### src/rtl/deteccion_soplo.sv
`default_nettype none
// ============================================================================
// Module   : deteccion_soplo
// Brief    : Breath-detection front end. Acquires a zero-flow baseline,
//            subtracts it from each ADC sample (saturating at 0) and tracks
//            the exhalation state (IDLE/ESPERA/SOPLO/FIN) for the downstream
//            flow accumulator.
// Revision : 1.0 - initial release
// ============================================================================
module deteccion_soplo #(
    parameter int BASE_LOG2     = 4,
    parameter int UMBRAL_INICIO = 8,
    parameter int UMBRAL_FIN    = 4,
    parameter int MUESTRAS_FIN  = 16,
    parameter int TIEMPO_MAX    = 64
) (
    input  logic       iClk,
    input  logic       iReset_n,
    input  logic       iSampleValid,
    input  logic [7:0] ivMuestra,
    input  logic       iStart,
    output logic [7:0] ovFlujo,
    output logic       oCE,
    output logic [1:0] ovStateMachine,
    output logic       oClear,
    output logic       oFin
);

    localparam logic [1:0] c_IDLE   = 2'd0;
    localparam logic [1:0] c_ESPERA = 2'd1;
    localparam logic [1:0] c_SOPLO  = 2'd2;
    localparam logic [1:0] c_FIN    = 2'd3;

    localparam int c_SUM_W = 8 + BASE_LOG2;
    localparam int c_LOW_W = $clog2(MUESTRAS_FIN + 1);

    localparam logic [7:0]         c_umbralInicio = 8'(UMBRAL_INICIO);
    localparam logic [7:0]         c_umbralFin    = 8'(UMBRAL_FIN);
    localparam logic [11:0]        c_tiempoMax    = 12'(TIEMPO_MAX);
    localparam logic [c_LOW_W-1:0] c_muestrasFin  = c_LOW_W'(MUESTRAS_FIN);

    logic [1:0]           r_state;
    logic [c_SUM_W-1:0]   r_sum;
    logic [BASE_LOG2-1:0] r_calCount;
    logic                 r_calDone;
    logic [7:0]           r_base;
    logic [11:0]          r_tiempo;
    logic [c_LOW_W-1:0]   r_lowRun;

    logic [7:0]           w_flujo;
    logic [c_SUM_W-1:0]   w_sumNext;
    logic                 w_calLast;
    logic [11:0]          w_tiempoNext;
    logic [c_LOW_W-1:0]   w_lowNext;

    // Per-sample arithmetic: saturating corrected flow and next counter values
    always_comb begin
        w_flujo      = (ivMuestra > r_base) ? (ivMuestra - r_base) : 8'd0;
        w_sumNext    = r_sum + {{BASE_LOG2{1'b0}}, ivMuestra};
        w_calLast    = (r_calCount == {BASE_LOG2{1'b1}});
        w_tiempoNext = r_tiempo + 12'd1;
        w_lowNext    = (w_flujo < c_umbralFin) ? (r_lowRun + 1'b1) : '0;
    end

    // State machine, baseline acquisition and registered outputs
    always_ff @(posedge iClk or negedge iReset_n) begin
        if (!iReset_n) begin
            r_state        <= c_IDLE;
            r_sum          <= '0;
            r_calCount     <= '0;
            r_calDone      <= 1'b0;
            r_base         <= 8'd0;
            r_tiempo       <= 12'd0;
            r_lowRun       <= '0;
            ovFlujo        <= 8'd0;
            oCE            <= 1'b0;
            ovStateMachine <= 2'd0;
            oClear         <= 1'b0;
            oFin           <= 1'b0;
        end else begin
            oCE    <= 1'b0;
            oClear <= 1'b0;
            oFin   <= 1'b0;
            case (r_state)
                c_IDLE, c_FIN: begin
                    // A start wins over a coincident sample, which is dropped
                    if (iStart) begin
                        r_state        <= c_ESPERA;
                        ovStateMachine <= c_ESPERA;
                        oClear         <= 1'b1;
                        r_sum          <= '0;
                        r_calCount     <= '0;
                        r_calDone      <= 1'b0;
                        r_tiempo       <= 12'd0;
                        r_lowRun       <= '0;
                    end else if (iSampleValid && (r_state == c_FIN)) begin
                        oCE            <= 1'b1;
                        ovFlujo        <= 8'd0;
                        ovStateMachine <= c_FIN;
                    end
                end
                c_ESPERA: begin
                    if (iSampleValid) begin
                        oCE <= 1'b1;
                        if (!r_calDone) begin
                            r_sum          <= w_sumNext;
                            r_calCount     <= r_calCount + 1'b1;
                            ovFlujo        <= 8'd0;
                            ovStateMachine <= c_ESPERA;
                            if (w_calLast) begin
                                r_base    <= w_sumNext[c_SUM_W-1:BASE_LOG2];
                                r_calDone <= 1'b1;
                            end
                        end else begin
                            ovFlujo <= w_flujo;
                            if (w_flujo >= c_umbralInicio) begin
                                // Onset sample already counts as the first breath sample
                                r_state        <= c_SOPLO;
                                ovStateMachine <= c_SOPLO;
                                r_tiempo       <= 12'd1;
                                r_lowRun       <= '0;
                            end else if (w_tiempoNext >= c_tiempoMax) begin
                                r_state        <= c_IDLE;
                                ovStateMachine <= c_IDLE;
                            end else begin
                                r_tiempo       <= w_tiempoNext;
                                ovStateMachine <= c_ESPERA;
                            end
                        end
                    end
                end
                default: begin // c_SOPLO
                    if (iSampleValid) begin
                        oCE      <= 1'b1;
                        ovFlujo  <= w_flujo;
                        r_tiempo <= w_tiempoNext;
                        r_lowRun <= w_lowNext;
                        // Ending sample is tagged FIN so the accumulator skips it
                        if ((w_lowNext >= c_muestrasFin) || (w_tiempoNext >= c_tiempoMax)) begin
                            r_state        <= c_FIN;
                            ovStateMachine <= c_FIN;
                            oFin           <= 1'b1;
                        end else begin
                            ovStateMachine <= c_SOPLO;
                        end
                    end
                end
            endcase
        end
    end

endmodule
`default_nettype wire

### config.mk
export PLATFORM = sky130hd
export DESIGN_NAME = deteccion_soplo
export DESIGN_NICKNAME = d
export VERILOG_FILES = /design/src/rtl/deteccion_soplo.sv
export SDC_FILE = /design/constraint.sdc
export NUM_CORES = 1
export LEC_CHECK = 0
export CAP_MARGIN = 20
export CORE_MARGIN = 2
export CORE_UTILIZATION = 55
export CTS_BUF_LIST = sky130_fd_sc_hd__clkbuf_4
export CTS_CLUSTER_DIAMETER = 200
export CTS_CLUSTER_SIZE = 40
export DETAILED_ROUTE_END_ITERATION = 12
export GPL_ROUTABILITY_DRIVEN = 0
export GPL_TIMING_DRIVEN = 1
export HOLD_SLACK_MARGIN = 0.05
export PLACE_DENSITY = 0.75
export SLEW_MARGIN = 40
export SYNTH_ARGS = -nofsm -noshare
export SYNTH_HDL_FRONTEND = slang
export SYNTH_SLANG_ARGS = --single-unit
### constraint.sdc
create_clock -name iClk -period 6.9 [get_ports iClk]
set_input_delay 1.38 -clock iClk [delete_from_list [all_inputs] [get_ports iClk]]
set_output_delay 1.38 -clock iClk [all_outputs]
set_load 0.01 [all_outputs]
==> flow_summary.ini <==
[sta]
layout_min_cycle_time_ns = 4.23
max-slew-margin-rel_pct = 47.7
drv_slew = 0
fin_crit_sh_pct = 61.3
rsz0062_at_grt = false
finalSetupTns_ns = 0
fin_skew_ns = 0.0165
fmax_ghz = 0.236
hold_viol_final = 0
tightest_slew_ns = 0.785
setup_viol = 0

[power_and_ir_drop]
seqPwrFrac_pct = 33.0
ir_drop_uv = 244
switchingPower_mw = 0.588
p_sw_share_pct = 42.5
clkPwrFrac_pct = 17.1
p_int_mw = 0.797
fin_total_pwr_mw = 1.39
comb_power_share_pct = 49.9
leakage_nw = 1.85
power_per_cell_area_mw_per_mm2 = 326

[die]
dieHeight_um = 87.3
die-area_mm2 = 0.00763
io_pins = 25
die_w_um = 87.3
start_util_pct = 56.5
rows = 30
core_mm2 = 0.00676

[drt]
firstDrtPassIters = 5
routed_wl_um = 8680
ant_nets = 0
drt_iter0_markers = 195
viasPerCell = 6.21
wl_per_cell_um = 16.5
drc = 0
vias = 3265

[final_layout]
fin_nets = 481
synthToLayoutAreaGrowth_pct = 11.1
drive_above_1_share_pct = 8.52
num_antenna_cells = 0

[logic_synthesis]
ys_seq_area_share_pct = 37.3
yosys_warnings = 0
syn_nets = 456
synth_edf_count = 0
syn_avg_cell_area_um2 = 9.16
synth_area_mm2 = 0.00382
synth_cell_types = 69
synth-main-ff-cell = dfrtp_1
async_flop_share_pct = 100
synthCells = 417
synth-seq-cells = 57

[hold_path]
hold_depth = 2
hp-class = register to register
min_from = ovFlujo[0]$_DFFE_PN0P_
min_to = ovFlujo[0]$_DFFE_PN0P_

[global_routing]
grt_pass1_vias = 3091
grt_overflow = 0
grt_max_degree = 58
grt_usage_pct = 24.5
grt_pass1_wl_um = 14600
antenna_found_initial = 0

[place]
portBuffers = 24
place_hpwl_um = 6080

[outcome]
status = complete, no violations

[cts]
ctsResizeCount = 0
numCtsBuffers = 9
clk_pin_slew_ns = 0.10
root_buffer = clkbuf_4
cts.sinks = 57
cts_tree = built
cts_setup_buffers = 0
worstSkewPairLatency_ns = 0.41
hold_buffers = 0
htree_levels = 3
clock_path_buffers = 2

[setup_path]
rrSetupSlack_ns = 3.76
cp_max_fo = 17
setup.worst_path.class = input port to register
worstSetupEndpointType = register
cp-start-kind = input port
reg2reg_to = r_lowRun[4]$_DFFE_PN0P_
cp.arrival_ns = 4.56
cp-startpoint = ivMuestra[0]
crit_required_ns = 7.23
reg2reg_from = r_base[0]$_DFFE_PN0P_
reg2reg_depth = 9

[job]
drv_cap = 0
## sequential cells by signal, summed over array words and instances, names as in the netlist
| name | cells |
|---|---|
| r_sum | 12 |
| r_calCount | 4 |
| r_tiempo | 12 |
| ovFlujo | 8 |
| oClear | 1 |
| r_calDone | 1 |
| r_state | 2 |
| r_base | 8 |
| r_lowRun | 5 |
| ovStateMachine | 2 |
| oFin | 1 |
| oCE | 1 |
## layer usage
layer | track usage (%) | wire, um
met1 | 35.9 | 4350
met2 | 35.8 | 3880
met3 | 5.97 | 348
met4 | 7.55 | 93
met5 | 0 | 0
## cell usage after synthesis (all sizes together) (3+ instances only)
cell type,count,share of area [%]
o31ai,3,0.59
nor3,6,0.79
nor4,3,0.65
a22o,9,2.1
nor2b,5,0.82
nand2b,6,0.98
o2111ai,5,1.6
nand2,32,3.1
nand4,5,0.82
and2,5,0.88
ha,25,8.2
o21ai,29,3.9
a21oi,18,2.4
o21a,4,0.79
a221oi,11,2.8
a21o,4,0.79
and3,6,0.98
a211oi,6,1.3
a31oi,4,0.82
xnor2,12,2.8
clkbuf,9,0.88
nor2,27,2.7
o22ai,14,2.3
dfrtp,57,37
o211ai,4,1.1
mux2i,4,1.0
or3,5,0.82
inv,41,4.0
buf,3,0.62
nand3,16,2.1
mux2,5,1.5
## cells by family after synthesis
family	count (synthesis)	synth area share, %
and+or+nand+nor	125	16.6
AOI/OAI and AO/OA	132	25.5
DFF	57	37.3
xor gates and xnor gates	14	3.21
muxes	9	2.52
buffers and inverters	53	5.54
adders and majority gates	27	9.24
## area by class of cell
type	instances	area, um2
clock buffer	10	75.1
tap	80	100
timing repair buffer	26	250
multi-input combinational	307	2190
inverter	41	154
fill	581	2510
clock inverter	5	47.5
sequential	57	1430
## worst max-delay path: stages
cell             delay (ns)
clkdlybuf4s50_1        0.48
inv_1                  0.05
ha_1                   0.22
fa_1                   0.39
nand2b_1               0.18
a211oi_1               0.32
or3_1                  0.22
o2111ai_4              0.20
o21ai_2                0.67
a21oi_1                0.23
o221ai_1               0.21
## power by group through the flow
stage | combinational [mW] | clock (mW) | sequential, mW
global placement | 0.661 | 0 | 0.460
detailed placement | 0.682 | 0 | 0.463
finish | 0.691 | 0.237 | 0.457
global route | 0.766 | 0.254 | 0.466
floorplan | 0.485 | 0 | 0.462
CTS | 0.687 | 0.237 | 0.457
## stage by stage
stage / cells / area (um2) / hold slack (ns) / setup slack, ns / utilization (%)
6_report: 526 / 4250 / 0.482 / 2.67 / 62.8
4_1_cts: 526 / 4250 / 0.489 / 2.68 / 62.8
2_1_floorplan: 417 / 3820 / 0.453 / 3.08 / -
3_3_place_gp: 511 / 4110 / 0.466 / 2.02 / 60.9
3_5_place_dp: 511 / 4120 / 0.470 / 2.27 / 61.0
5_1_grt: 526 / 4250 / 0.532 / 2.45 / 62.8
## worst max-delay path by stage
stage | slack, ns | depth (start not counted) | end
floorplan | 3.08 | 10 | r_state[0]$_DFFE_PN0P_
detailed placement | 2.27 | 10 | r_lowRun[4]$_DFFE_PN0P_
finish | 2.67 | 11 | r_lowRun[4]$_DFFE_PN0P_
global route | 2.45 | 10 | r_tiempo[3]$_DFFE_PN0P_
global placement | 2.02 | 11 | r_tiempo[11]$_DFFE_PN0P_
CTS | 2.68 | 10 | r_lowRun[4]$_DFFE_PN0P_
## placed cells by master (no fill, tap or decap), types with 9 or more instances in the layout
cell,count
inv_1,41
ha_1,25
o21ai_0,23
a221oi_1,9
dfrtp_1,57
nor2_1,26
clkbuf_4,10
a21oi_1,18
a22o_1,9
xnor2_1,12
o22ai_1,14
nand2_1,32
nand3_1,16
clkdlybuf4s50_1,23
No activity file was read; power rests on OpenSTA's default activity.
